### config.mk
export PLATFORM = sky130hd
export DESIGN_NAME = chunked_adder_flat
export DESIGN_NICKNAME = d
export VERILOG_FILES = /design/src/rtl/chunked_adder_if.sv /design/src/rtl/chunked_adder.sv /design/src/flat_wrapper.sv
export SDC_FILE = /design/constraint.sdc
export NUM_CORES = 1
export LEC_CHECK = 0
export ABC_AREA = 1
export CAP_MARGIN = 10
export CORE_ASPECT_RATIO = 1.4
export CORE_MARGIN = 1
export CORE_UTILIZATION = 46
export CTS_BUF_LIST = sky130_fd_sc_hd__clkbuf_8
export DETAILED_ROUTE_END_ITERATION = 6
export MAX_ROUTING_LAYER = met4
export PLACE_DENSITY = 0.71
export RECOVER_POWER = 25
export REMOVE_ABC_BUFFERS = 1
export SETUP_SLACK_MARGIN = 0.05
export SLEW_MARGIN = 20
export SYNTH_ARGS = -nofsm -noshare
export SYNTH_HDL_FRONTEND = slang
export SYNTH_SLANG_ARGS = --single-unit
### constraint.sdc
create_clock -name clk -period 6.37 [get_ports clk]
set_input_delay 1.911 -clock clk [delete_from_list [all_inputs] [get_ports clk]]
set_output_delay 1.911 -clock clk [all_outputs]
set_load 0.005 [all_outputs]
### src/rtl/chunked_adder_if.sv
// Handshake and operand bus for chunked_adder. The controller drives the
// master modport and the adder implements the slave modport.
interface chunked_adder_if #(
   parameter int WIDTH = 32
);
   logic             start;
   logic             sub;
   logic [WIDTH-1:0] a;
   logic [WIDTH-1:0] b;
   logic             cin;
   logic             busy;
   logic             done;
   logic [WIDTH-1:0] sum;
   logic             cout;
   logic             ovf;

   modport master (
      output start, sub, a, b, cin,
      input  busy, done, sum, cout, ovf
   );

   modport slave (
      input  start, sub, a, b, cin,
      output busy, done, sum, cout, ovf
   );
endinterface

### src/rtl/chunked_adder.sv
// Multi-cycle adder/subtractor that adds CHUNK bits per clock, LSB chunk first,
// with the carry held in a register. Signed overflow is available under CHUNKED_ADDER_OVF_EN.
module chunked_adder #(
   parameter int WIDTH = 32,
   parameter int CHUNK = 8
) (
   input  logic           clk,
   input  logic           rst,
   chunked_adder_if.slave bus
);
   localparam int NCHUNK = WIDTH / CHUNK;
   localparam int CW     = (NCHUNK > 1) ? $clog2(NCHUNK) : 1;

   typedef enum logic {IDLE, RUN} state_t;

   state_t           state_q, state_d;
   logic [CW-1:0]    cnt_q, cnt_d;
   logic [WIDTH-1:0] a_q, a_d, b_q, b_d, sum_q, sum_d;
   logic             carry_q, carry_d, cout_q, cout_d, done_q, done_d;
   logic [CHUNK-1:0] a_c, b_c;
   logic [CHUNK:0]   csum;
   logic             last;
   logic             accept;

   assign a_c    = a_q[int'(cnt_q)*CHUNK +: CHUNK];
   assign b_c    = b_q[int'(cnt_q)*CHUNK +: CHUNK];
   assign csum   = {1'b0, a_c} + {1'b0, b_c} + {{CHUNK{1'b0}}, carry_q};
   assign last   = (cnt_q == CW'(NCHUNK - 1));
   assign accept = (state_q == IDLE) && bus.start;

   always_comb begin
      state_d = state_q;
      cnt_d   = cnt_q;
      a_d     = a_q;
      b_d     = b_q;
      sum_d   = sum_q;
      carry_d = carry_q;
      cout_d  = cout_q;
      done_d  = 1'b0;
      case (state_q)
         IDLE: begin
            // Subtraction is folded into the operands: a + ~b + ~borrow.
            if (bus.start) begin
               a_d     = bus.a;
               b_d     = bus.b ^ {WIDTH{bus.sub}};
               carry_d = bus.cin ^ bus.sub;
               cnt_d   = '0;
               state_d = RUN;
            end
         end
         RUN: begin
            sum_d[int'(cnt_q)*CHUNK +: CHUNK] = csum[CHUNK-1:0];
            carry_d = csum[CHUNK];
            cnt_d   = cnt_q + 1'b1;
            if (last) begin
               state_d = IDLE;
               cout_d  = csum[CHUNK];
               done_d  = 1'b1;
            end
         end
      endcase
   end

   always_ff @(posedge clk or posedge rst) begin
      if (rst) begin
         state_q <= IDLE;
         cnt_q   <= '0;
         a_q     <= '0;
         b_q     <= '0;
         sum_q   <= '0;
         carry_q <= 1'b0;
         cout_q  <= 1'b0;
         done_q  <= 1'b0;
      end else begin
         state_q <= state_d;
         cnt_q   <= cnt_d;
         a_q     <= a_d;
         b_q     <= b_d;
         sum_q   <= sum_d;
         carry_q <= carry_d;
         cout_q  <= cout_d;
         done_q  <= done_d;
      end
   end

   assign bus.busy = (state_q == RUN);
   assign bus.done = done_q;
   assign bus.sum  = sum_q;
   assign bus.cout = cout_q;

`ifdef CHUNKED_ADDER_OVF_EN
   logic ovf_q, ovf_d;
   logic c_msb;

   // Carry into the top bit recovered from the sum bit and its two operand bits.
   assign c_msb = a_c[CHUNK-1] ^ b_c[CHUNK-1] ^ csum[CHUNK-1];

   always_comb begin
      ovf_d = ovf_q;
      if (accept)
         ovf_d = 1'b0;
      else if (state_q == RUN && last)
         ovf_d = c_msb ^ csum[CHUNK];
   end

   always_ff @(posedge clk or posedge rst) begin
      if (rst) ovf_q <= 1'b0;
      else     ovf_q <= ovf_d;
   end

   assign bus.ovf = ovf_q;
`else
   assign bus.ovf = 1'b0;
`endif
endmodule
### src/flat_wrapper.sv
// flat-port wrapper written by rule: the top's interface ports become plain ports
module chunked_adder_flat 
#(
   parameter int WIDTH = 32,
   parameter int CHUNK = 8
)
  (clk, rst, bus_start, bus_sub, bus_a, bus_b, bus_cin, bus_busy, bus_done, bus_sum, bus_cout, bus_ovf);
  chunked_adder_if #(.WIDTH(WIDTH)) bus_i ();
  input  logic clk;
  input  logic rst;
  input wire logic [$bits(bus_i.start)-1:0] bus_start;
  input wire logic [$bits(bus_i.sub)-1:0] bus_sub;
  input wire logic [$bits(bus_i.a)-1:0] bus_a;
  input wire logic [$bits(bus_i.b)-1:0] bus_b;
  input wire logic [$bits(bus_i.cin)-1:0] bus_cin;
  output wire logic [$bits(bus_i.busy)-1:0] bus_busy;
  output wire logic [$bits(bus_i.done)-1:0] bus_done;
  output wire logic [$bits(bus_i.sum)-1:0] bus_sum;
  output wire logic [$bits(bus_i.cout)-1:0] bus_cout;
  output wire logic [$bits(bus_i.ovf)-1:0] bus_ovf;
  assign bus_i.start = bus_start;
  assign bus_i.sub = bus_sub;
  assign bus_i.a = bus_a;
  assign bus_i.b = bus_b;
  assign bus_i.cin = bus_cin;
  assign bus_busy = bus_i.busy;
  assign bus_done = bus_i.done;
  assign bus_sum = bus_i.sum;
  assign bus_cout = bus_i.cout;
  assign bus_ovf = bus_i.ovf;
  chunked_adder #(.WIDTH(WIDTH), .CHUNK(CHUNK)) u_core (.clk(clk), .rst(rst), .bus(bus_i));
endmodule
==> impl_metrics.yaml <==
run_status:
  status: "finished with violations"
  violations: "capacitance limit, slew limit"
cells_and_area:
  fin_area_mm2: 0.00630
  fill_cells: 899
  diodes: 0
  drive_gt1_frac: 0.101
  fin_nets: 693
  regArea_mm2: 0.00255
  final_common_cell: "nand2_1"
  multiInputGateArea_mm2: 0.00221
  area_growth_pct: 25.4
  utilization: 0.599
  final_cell_mix: "114 x nand2_1, 102 x dfrtp_1, 98 x clkdlybuf4s50_1, 75 x o21ai_0, 40 x nor2_1"
floorplanning:
  core_area_mm2: 0.0105
  io_pins: 105
  num_rows: 44
  dieArea_mm2: 0.0114
  die_h_um: 126
  die_x_um: 90.4
  initial_utilization: 0.478
setup_path:
  arrival_ns: 4.42
  slowest_delay_ns: 1.19
  worstSetupEndpointType: "asynchronous set/reset pin"
  critPathLaunchType: "input pin"
  cp_max_fo: 54
  path_class: "input pin to asynchronous set/reset pin"
  cpMaxStageDelayCell: "clkinvlp_2"
  r2r_slack_ns: 2.89
  cp.required_ns: 6.82
  worstRegToRegCells: 11
  path_cells: "dlygate4sd3_1 -> clkinvlp_2 -> buf_4"
run:
  drv_cap: 1
route:
  wire_per_inst_um: 14.1
  drcViolationCount: 0
  vias: 3841
  vias_per_cell: 5.10
  drt_iter0_drc: 154
  ant_nets: 0
  routed_wl_mm: 10.6
  dr.pass1.iters: 4
cts:
  htreeDepth: 3
  cts_root_buf: "clkbuf_8"
  cts_tree: "done"
  max-clock-path-buffers: 2
  hold_buffers: 0
  worstSkewPairLatency_ns: 0.37
  clk_pin_slew_ns: 0.09
  clkSinkCount: 102
  cts-buffers-inserted: 9
  post_cts_resized: 0
  cts_setup_buffers: 0
place:
  dp_hpwl_mm: 7.58
  placed_area_mm2: 0.00607
  io_buffers: 103
  place_congestion: 0.822
sta:
  skew_ns: 0.00782
  hold_viol_final: 0
  worst_slew_pin_slew_ns: 2.06
  slew-limit-headroom: -0.380
  fin_crit_ns: 3.97
  setup_viol: 0
  rsz0062_at_grt: "false"
  setup_tns_ns: 0
  hold_ws_ns: 0.482
  slew_violations: 50
  max_clock_freq_mhz: 252
  period_share: 0.623
power:
  leakage_uw: 0.00286
  power_density_mw_per_mm2: 533
  vdd_drop_max_mv: 0.215
  power.total_uw: 3360
global_routing:
  antenna_found_initial: 0
  grt_max_degree: 98
  grt_pass1_vias: 3764
  grt_usage: 0.209
  grt_pass1_wl_mm: 18.2
  grt_overflow: 0
yosys:
  synth_area_mm2: 0.00503
  yosys_warnings: 0
  ys_ff_latch: 102
  synthCells: 521
  synth_cell_types: 33
  avgSynthCellArea_um2: 9.65
  ys_seq_area_frac: 0.508
worst_hold_path:
  hp-class: "flop to flop"
  hold_depth: 2
[cell type report]
class,instances,area share
clock buffers,9,0.0197
repair buffers,105,0.165
inverters,24,0.0149
flip-flops and latches,102,0.405
well taps,138,0.0274
clock inverters,7,0.0179
multi-input cells,368,0.350
[where the power goes]
group	leakage (µW)	internal [µW]	total, µW	switching, µW
clock network	0.000119	259	473	215
logic	0.00145	757	1780	1020
registers	0.00129	931	1110	175
total	0.00286	1950	3360	1410
[worst max-delay path: cells and delay by family]
kind	cells	cell delay, ns
buffers and inverters	3	2.46
[flip-flops by register name (all words and copies together), names as in the netlist]
register and flops:
u_core.a_q 32, u_core.b_q 32, u_core.bus.busy 1, u_core.bus.cout 1, u_core.bus.done 1, u_core.bus.sum 32
u_core.carry_q 1, u_core.cnt_q 2
[per-stage QoR]
stage,setup WS [ns],std cells
after floorplan,1.78,494
after global placement,2.69,737
after detailed placement,2.63,737
after CTS,2.89,753
after global routing,1.91,753
final,2.40,753
[cells by family after synthesis]
group           synth area share
compound gates             0.114
xor+xnor                  0.0640
fa+ha+maj                 0.0378
buf+inv                   0.0520
flops                      0.508
mux                       0.0717
other cells             0.000746
simple gates               0.152
[final timing paths]
kind / to / from
min in group asynchronous: u_core.bus.sum[2] / rst
max reg2reg: u_core.bus.sum[28] / u_core.cnt_q[1]
min reg2reg: u_core.bus.sum[27] / u_core.bus.sum[27]
min: u_core.bus.sum[27] / u_core.bus.sum[27]
max in group clk: u_core.bus.sum[28] / u_core.cnt_q[1]
max: u_core.b_q[3] / rst
[synthesized netlist by cell type]
cell	count	area, µm²
a21oi_1	4	20.0
a22o_1	4	35.0
a31oi_1	1	6.26
a32o_1	2	20.0
and2_2	1	7.51
buf_1	2	7.51
buf_2	6	30.0
buf_4	6	45.0
buf_6	5	56.3
clkbuf_1	8	30.0
conb_1	1	3.75
dfrtp_1	102	2550
fa_1	2	40.0
ha_1	12	150
inv_1	22	82.6
inv_2	1	3.75
inv_4	1	6.26
mux2_2	32	360
nand2_1	113	424
nand2_2	2	12.5
nand2_4	1	11.3
nand3_1	11	55.1
nand3_2	3	30.0
nand3b_1	1	7.51
nand4_1	9	56.3
nor2_1	40	150
nor2_4	1	11.3
o21a_1	1	7.51
o21ai_0	75	375
o21bai_1	1	7.51
o22ai_1	16	100
xnor2_1	33	289
xor2_2	2	32.5
[routing by layer]
layer	track usage	part of all wire	up-vias
met5	-	0	-
met4	0.0863	0.023	0
met1	0.253	0.43	1828
li1	-	-	1903
met2	0.353	0.51	95
met3	0.0290	0.034	15
Power figures use the tool's default switching activity.
